**config.mk**
```make
export PLATFORM = sky130hd
export DESIGN_NAME = gcd_client
export DESIGN_NICKNAME = d
export VERILOG_FILES = /design/src/rtl/gcd_client.sv
export SDC_FILE = /design/constraint.sdc
export NUM_CORES = 1
export LEC_CHECK = 0
export BUFFER_PORTS_ARGS = -buffer_cell sky130_fd_sc_hd__clkbuf_2
export CAP_MARGIN = 20
export CELL_PAD_IN_SITES_DETAIL_PLACEMENT = 2
export CELL_PAD_IN_SITES_GLOBAL_PLACEMENT = 2
export CORE_UTILIZATION = 31
export CTS_CLUSTER_DIAMETER = 40
export DETAILED_ROUTE_END_ITERATION = 8
export PLACE_DENSITY_LB_ADDON = 0.1
export RECOVER_POWER = 50
export SYNTH_ARGS = -nofsm -noshare
export SYNTH_HDL_FRONTEND = slang
export SYNTH_SLANG_ARGS = --single-unit
```
**constraint.sdc**
```tcl
create_clock -name clk -period 2.7 [get_ports clk]
set_input_delay 0.54 -clock clk [delete_from_list [all_inputs] [get_ports clk]]
set_output_delay 0.54 -clock clk [all_outputs]
set_load 0.005 [all_outputs]
```
**src/rtl/gcd_client.sv**
```systemverilog
// gcd_client: host-side val/rdy initiator that feeds one operand pair at a time to the GCD unit.
// Optional result-wait timeout is compiled in with GCD_CLIENT_TIMEOUT_EN.
module gcd_client #(
  parameter int W       = 16,
  parameter int CNT_W   = 16,
  parameter int TIMEOUT = 1024
) (
  input  logic             clk,
  input  logic             reset_n,
  input  logic             cmd_val,
  output logic             cmd_rdy,
  input  logic [W-1:0]     cmd_a,
  input  logic [W-1:0]     cmd_b,
  output logic             operands_val,
  input  logic             operands_rdy,
  output logic [W-1:0]     operands_bits_A,
  output logic [W-1:0]     operands_bits_B,
  input  logic             result_val,
  output logic             result_rdy,
  input  logic [W-1:0]     result_bits,
  output logic             resp_val,
  input  logic             resp_rdy,
  output logic [W-1:0]     resp_bits,
  output logic             resp_timeout,
  output logic [CNT_W-1:0] txn_count
);

  if (TIMEOUT < 1) begin : g_bad_timeout
    $error("gcd_client: TIMEOUT must be >= 1");
  end

  typedef enum logic [1:0] {
    IDLE,
    SEND,
    WAIT,
    RESP
  } state_t;

  state_t           state;
  state_t           state_nxt;
  logic [W-1:0]     a_q;
  logic [W-1:0]     b_q;
  logic [W-1:0]     res_q;
  logic             to_q;
  logic [CNT_W-1:0] cnt_q;
  logic             time_up;

`ifdef GCD_CLIENT_TIMEOUT_EN
  localparam int TW = (TIMEOUT > 1) ? $clog2(TIMEOUT) : 1;

  logic [TW-1:0] timer;

  // Held at zero while SEND so it starts from zero on the first WAIT cycle
  always_ff @(posedge clk or negedge reset_n) begin
    if (!reset_n) begin
      timer <= '0;
    end else if (state == SEND) begin
      timer <= '0;
    end else if (state == WAIT && !result_val) begin
      timer <= timer + 1'b1;
    end
  end

  assign time_up = (timer == TW'(TIMEOUT - 1));
`else
  assign time_up = 1'b0;
`endif

  always_ff @(posedge clk or negedge reset_n) begin
    if (!reset_n) begin
      state <= IDLE;
    end else begin
      state <= state_nxt;
    end
  end

  always_comb begin
    state_nxt    = state;
    cmd_rdy      = 1'b0;
    operands_val = 1'b0;
    result_rdy   = 1'b0;
    resp_val     = 1'b0;
    unique case (state)
      IDLE: begin
        cmd_rdy = 1'b1;
        if (cmd_val) state_nxt = SEND;
      end
      SEND: begin
        operands_val = 1'b1;
        if (operands_rdy) state_nxt = WAIT;
      end
      WAIT: begin
        result_rdy = 1'b1;
        if (result_val || time_up) state_nxt = RESP;
      end
      RESP: begin
        resp_val = 1'b1;
        if (resp_rdy) state_nxt = IDLE;
      end
      default: state_nxt = IDLE;
    endcase
  end

  always_ff @(posedge clk or negedge reset_n) begin
    if (!reset_n) begin
      a_q   <= '0;
      b_q   <= '0;
      res_q <= '0;
      to_q  <= 1'b0;
      cnt_q <= '0;
    end else begin
      if (state == IDLE && cmd_val) begin
        a_q <= cmd_a;
        b_q <= cmd_b;
      end
      // A real result on the deadline cycle beats the timeout
      if (state == WAIT) begin
        if (result_val) begin
          res_q <= result_bits;
          to_q  <= 1'b0;
        end else if (time_up) begin
          res_q <= '0;
          to_q  <= 1'b1;
        end
      end
      if (state == RESP && resp_rdy) begin
        cnt_q <= cnt_q + 1'b1;
      end
    end
  end

  assign operands_bits_A = a_q;
  assign operands_bits_B = b_q;
  assign resp_bits       = res_q;
  assign resp_timeout    = to_q;
  assign txn_count       = cnt_q;

endmodule
```
==> results_dict.tcl <==
set metrics [dict create \
    hold_violations 0 \
    synth_area_sq_mm 0.002654 \
    crit_arrival_ps 2070 \
    clk_latency_ps 340 \
    final_cells 419 \
    ioPinCount 123 \
    hold_class "in -> reg" \
    power_frac_clock 0.199 \
    design_area_sq_mm 0.003553 \
    p_int_w 0.002512 \
    ir_worst_vdd_v 0.0003482 \
    critPathRequiredTime_ps 2910 \
    fmax_ghz 0.5398 \
    end_kind "register" \
    initial_utilization 0.3214 \
    place.gp.congestion 0.6554 \
    grt_pass1_vias 2091 \
    met1_length_mm 2.767 \
    yosysSeqAreaShare 0.6223 \
    skew_ps 11.53 \
    grt_usage 0.1571 \
    wl_per_cell_microns 15.70 \
    clock-sinks 66 \
    met3_length_microns 537 \
    place_area_sq_mm 0.003411 \
    post-place-cells 403 \
    setup_viol_count_final 0 \
    die_area_sq_mm 0.008935 \
    critPathLaunchType "register" \
    ctsLongestPathBuffers 2 \
    synth_seq_cells 66 \
    finalMaxSlewViolations 29 \
    dr.pass1.iters 3 \
    antenna_found_initial 0 \
    nNetsFinal 368 \
    cts-hold-fix-buffers 0 \
    path_clk_slew_ps 80 \
    io_buffers 121 \
    p_per_area_mw_per_mm2 1044 \
    htreeDepth 3 \
    power.switching_w 0.001196 \
    synth_warnings 0 \
    p_comb_frac 0.353 \
    worst_pin_slew_ps 1693 \
    diodes 0 \
    cts_resized 0 \
    grt_setup_unrepaired "false" \
    pwr-share-seq 0.448 \
    crit_fanout 22 \
    syn-num-nets 238 \
    ys_types 23 \
    path_class "reg -> reg" \
    ant_nets 0 \
    grt_max_degree 30 \
    fp.coreArea_sq_mm 0.008258 \
    fill_cells 901 \
    via_per_inst 4.587 \
    dp.final_hpwl_mm 4.976 \
    r2r-end "operands_bits_B[13]" \
    cts_made_buffers 9 \
    endpoint "operands_bits_B[13]" \
    max_slew_margin -0.1288 \
    area_delta_synth_final_pct 33.90 \
    leakage_nw 1.743 \
    drt_wl_total_mm 6.579 \
    drt-initial-drc-count 31 \
    overflow 0 \
    drc_errors 0 \
    syn_area_per_cell_sq_um 14.83 \
    reg2reg_slack_ps 850 \
    rr_startpoint "state[1]" \
    vias 1922 \
    drive_gt1_frac 0.5414 \
    hold_ws_ps 428.4 \
    cap_violations 1 \
    cts_root_buf "clkbuf_8" \
    failed_checks "max-capacitance violations, max-slew violations" \
    finalCriticalPeriod_ps 1852 \
    top_layer_used "met4" \
    reg2regPathDepth 5 \
    die_x_microns 94.53 \
    synthCells 179 \
    cts_setup_buffers 0 \
    cts_tree "yes" \
    p_sw_frac 0.3226 \
    period_share 0.6861 \
    crit_path_start "state[1]" \
    tns_ps 0 \
    status "complete, but fails checks" \
    die_y_microns 94.53 \
    grt_pass1_wl_mm 10.47 \
    finish.utilization 0.4303 \
    rows 33 \
    wl_met2_mm 3.218 \
]
[sequential cells by signal, summed over array words and instances (netlist names)]
name and cells:
state 2, operands_bits_B 16, txn_count 16, resp_bits 16, operands_bits_A 16
[power by group through the flow]
| stage | logic [W] | registers, W | clock network [W] |
|---|---|---|---|
| CTS | 0.00139 | 0.00167 | 0.000778 |
| global route | 0.00146 | 0.00172 | 0.000819 |
| finish | 0.00131 | 0.00166 | 0.000738 |
| floorplan | 0.000676 | 0.00169 | 0 |
| global placement | 0.00134 | 0.00166 | 0 |
| detailed placement | 0.00138 | 0.00169 | 0 |
[worst max-delay path: stages, from the launching register on]
cell and delay (ps):
dfrtp_1 400, inv_1 80, ha_1 240, nand2_1 410
buf_12 240, mux2_2 350
[metrics by stage]
step,worst slack (ps),power [W]
6_report,847.6,0.003708
5_1_grt,722.0,0.003997
4_1_cts,807.6,0.003837
3_5_place_dp,824.5,0.003062
3_3_place_gp,825.6,0.002999
2_1_floorplan,1108,0.002362
[placed cells by master (no fill, tap or decap), types with 2 or more instances in the layout]
| cell type | n |
|---|---|
| clkbuf_2 | 98 |
| inv_1 | 8 |
| clkbuf_1 | 24 |
| dfrtp_1 | 66 |
| xor2_1 | 3 |
| nor2_1 | 3 |
| and3_1 | 2 |
| clkbuf_8 | 10 |
| nand4_1 | 4 |
| clkinv_2 | 3 |
| nand3_1 | 5 |
| ha_1 | 5 |
| nand2_1 | 6 |
| xnor2_1 | 12 |
| buf_12 | 2 |
| mux2_2 | 50 |
| clkinvlp_4 | 2 |
[layer usage]
metal,vias to the layer above,global-route usage
met2,85,0.2476
met4,0,0.07197
met1,961,0.1948
met5,-,0
met3,4,0.05233
li1,872,-
[cells in the mapped netlist]
cell / n / area [sq um]
buf_2: 4 / 20.02
nand3_1: 5 / 25.02
ha_1: 5 / 62.56
inv_1: 8 / 30.03
and4_1: 1 / 8.760
and2_0: 1 / 6.260
xor2_1: 3 / 26.28
buf_4: 1 / 7.510
conb_1: 1 / 3.750
a221oi_1: 1 / 8.760
nor3_2: 1 / 10.01
o22ai_1: 1 / 6.260
nand2_1: 6 / 22.52
nand4_1: 4 / 25.02
nand3_2: 1 / 10.01
mux2_2: 50 / 563.0
xnor2_1: 12 / 105.1
nor2_1: 3 / 11.26
nor4_4: 1 / 21.27
or2_2: 1 / 6.260
and3_1: 2 / 12.51
mux2i_1: 1 / 10.01
dfrtp_1: 66 / 1652
[logic make-up (layout without fill, tap and decap cells)]
kind of cell / after synthesis / count (layout) / share of synthesized area
xor gates and xnor gates: 15 / 15 / 0.04951
and+or+nand+nor: 26 / 26 / 0.05988
buffers and inverters: 13 / 148 / 0.02169
AOI/OAI and AO/OA: 2 / 2 / 0.005660
adders and majority gates: 5 / 5 / 0.02357
other: 1 / 1 / 0.001413
DFF: 66 / 66 / 0.6223
muxes: 51 / 51 / 0.2159
[area by class of cell]
class / count / area [sq um] / area share
Inverter: 8 / 30.03 / 0.008451
Timing Repair Buffer: 124 / 624.3 / 0.1757
Tap cell: 105 / 131.4 / 0.03697
Clock inverter: 5 / 30.03 / 0.008451
Sequential cell: 66 / 1652 / 0.4648
Multi-Input combinational cell: 100 / 944.7 / 0.2658
Clock buffer: 11 / 141.4 / 0.03979
[how the worst min path moves through the flow]
stage	startpoint	endpoint	slack, ps	cells past startpoint
finish	cmd_b[10]	operands_bits_B[10]	430	2
global route	cmd_b[10]	operands_bits_B[10]	420	2
CTS	reset_n	operands_bits_A[8]	250	1
detailed placement	txn_count[15]	txn_count[15]	470	1
global placement	txn_count[15]	txn_count[15]	460	1
floorplan	reset_n	operands_bits_A[0]	240	0
No activity file was read; power rests on OpenSTA's default activity.
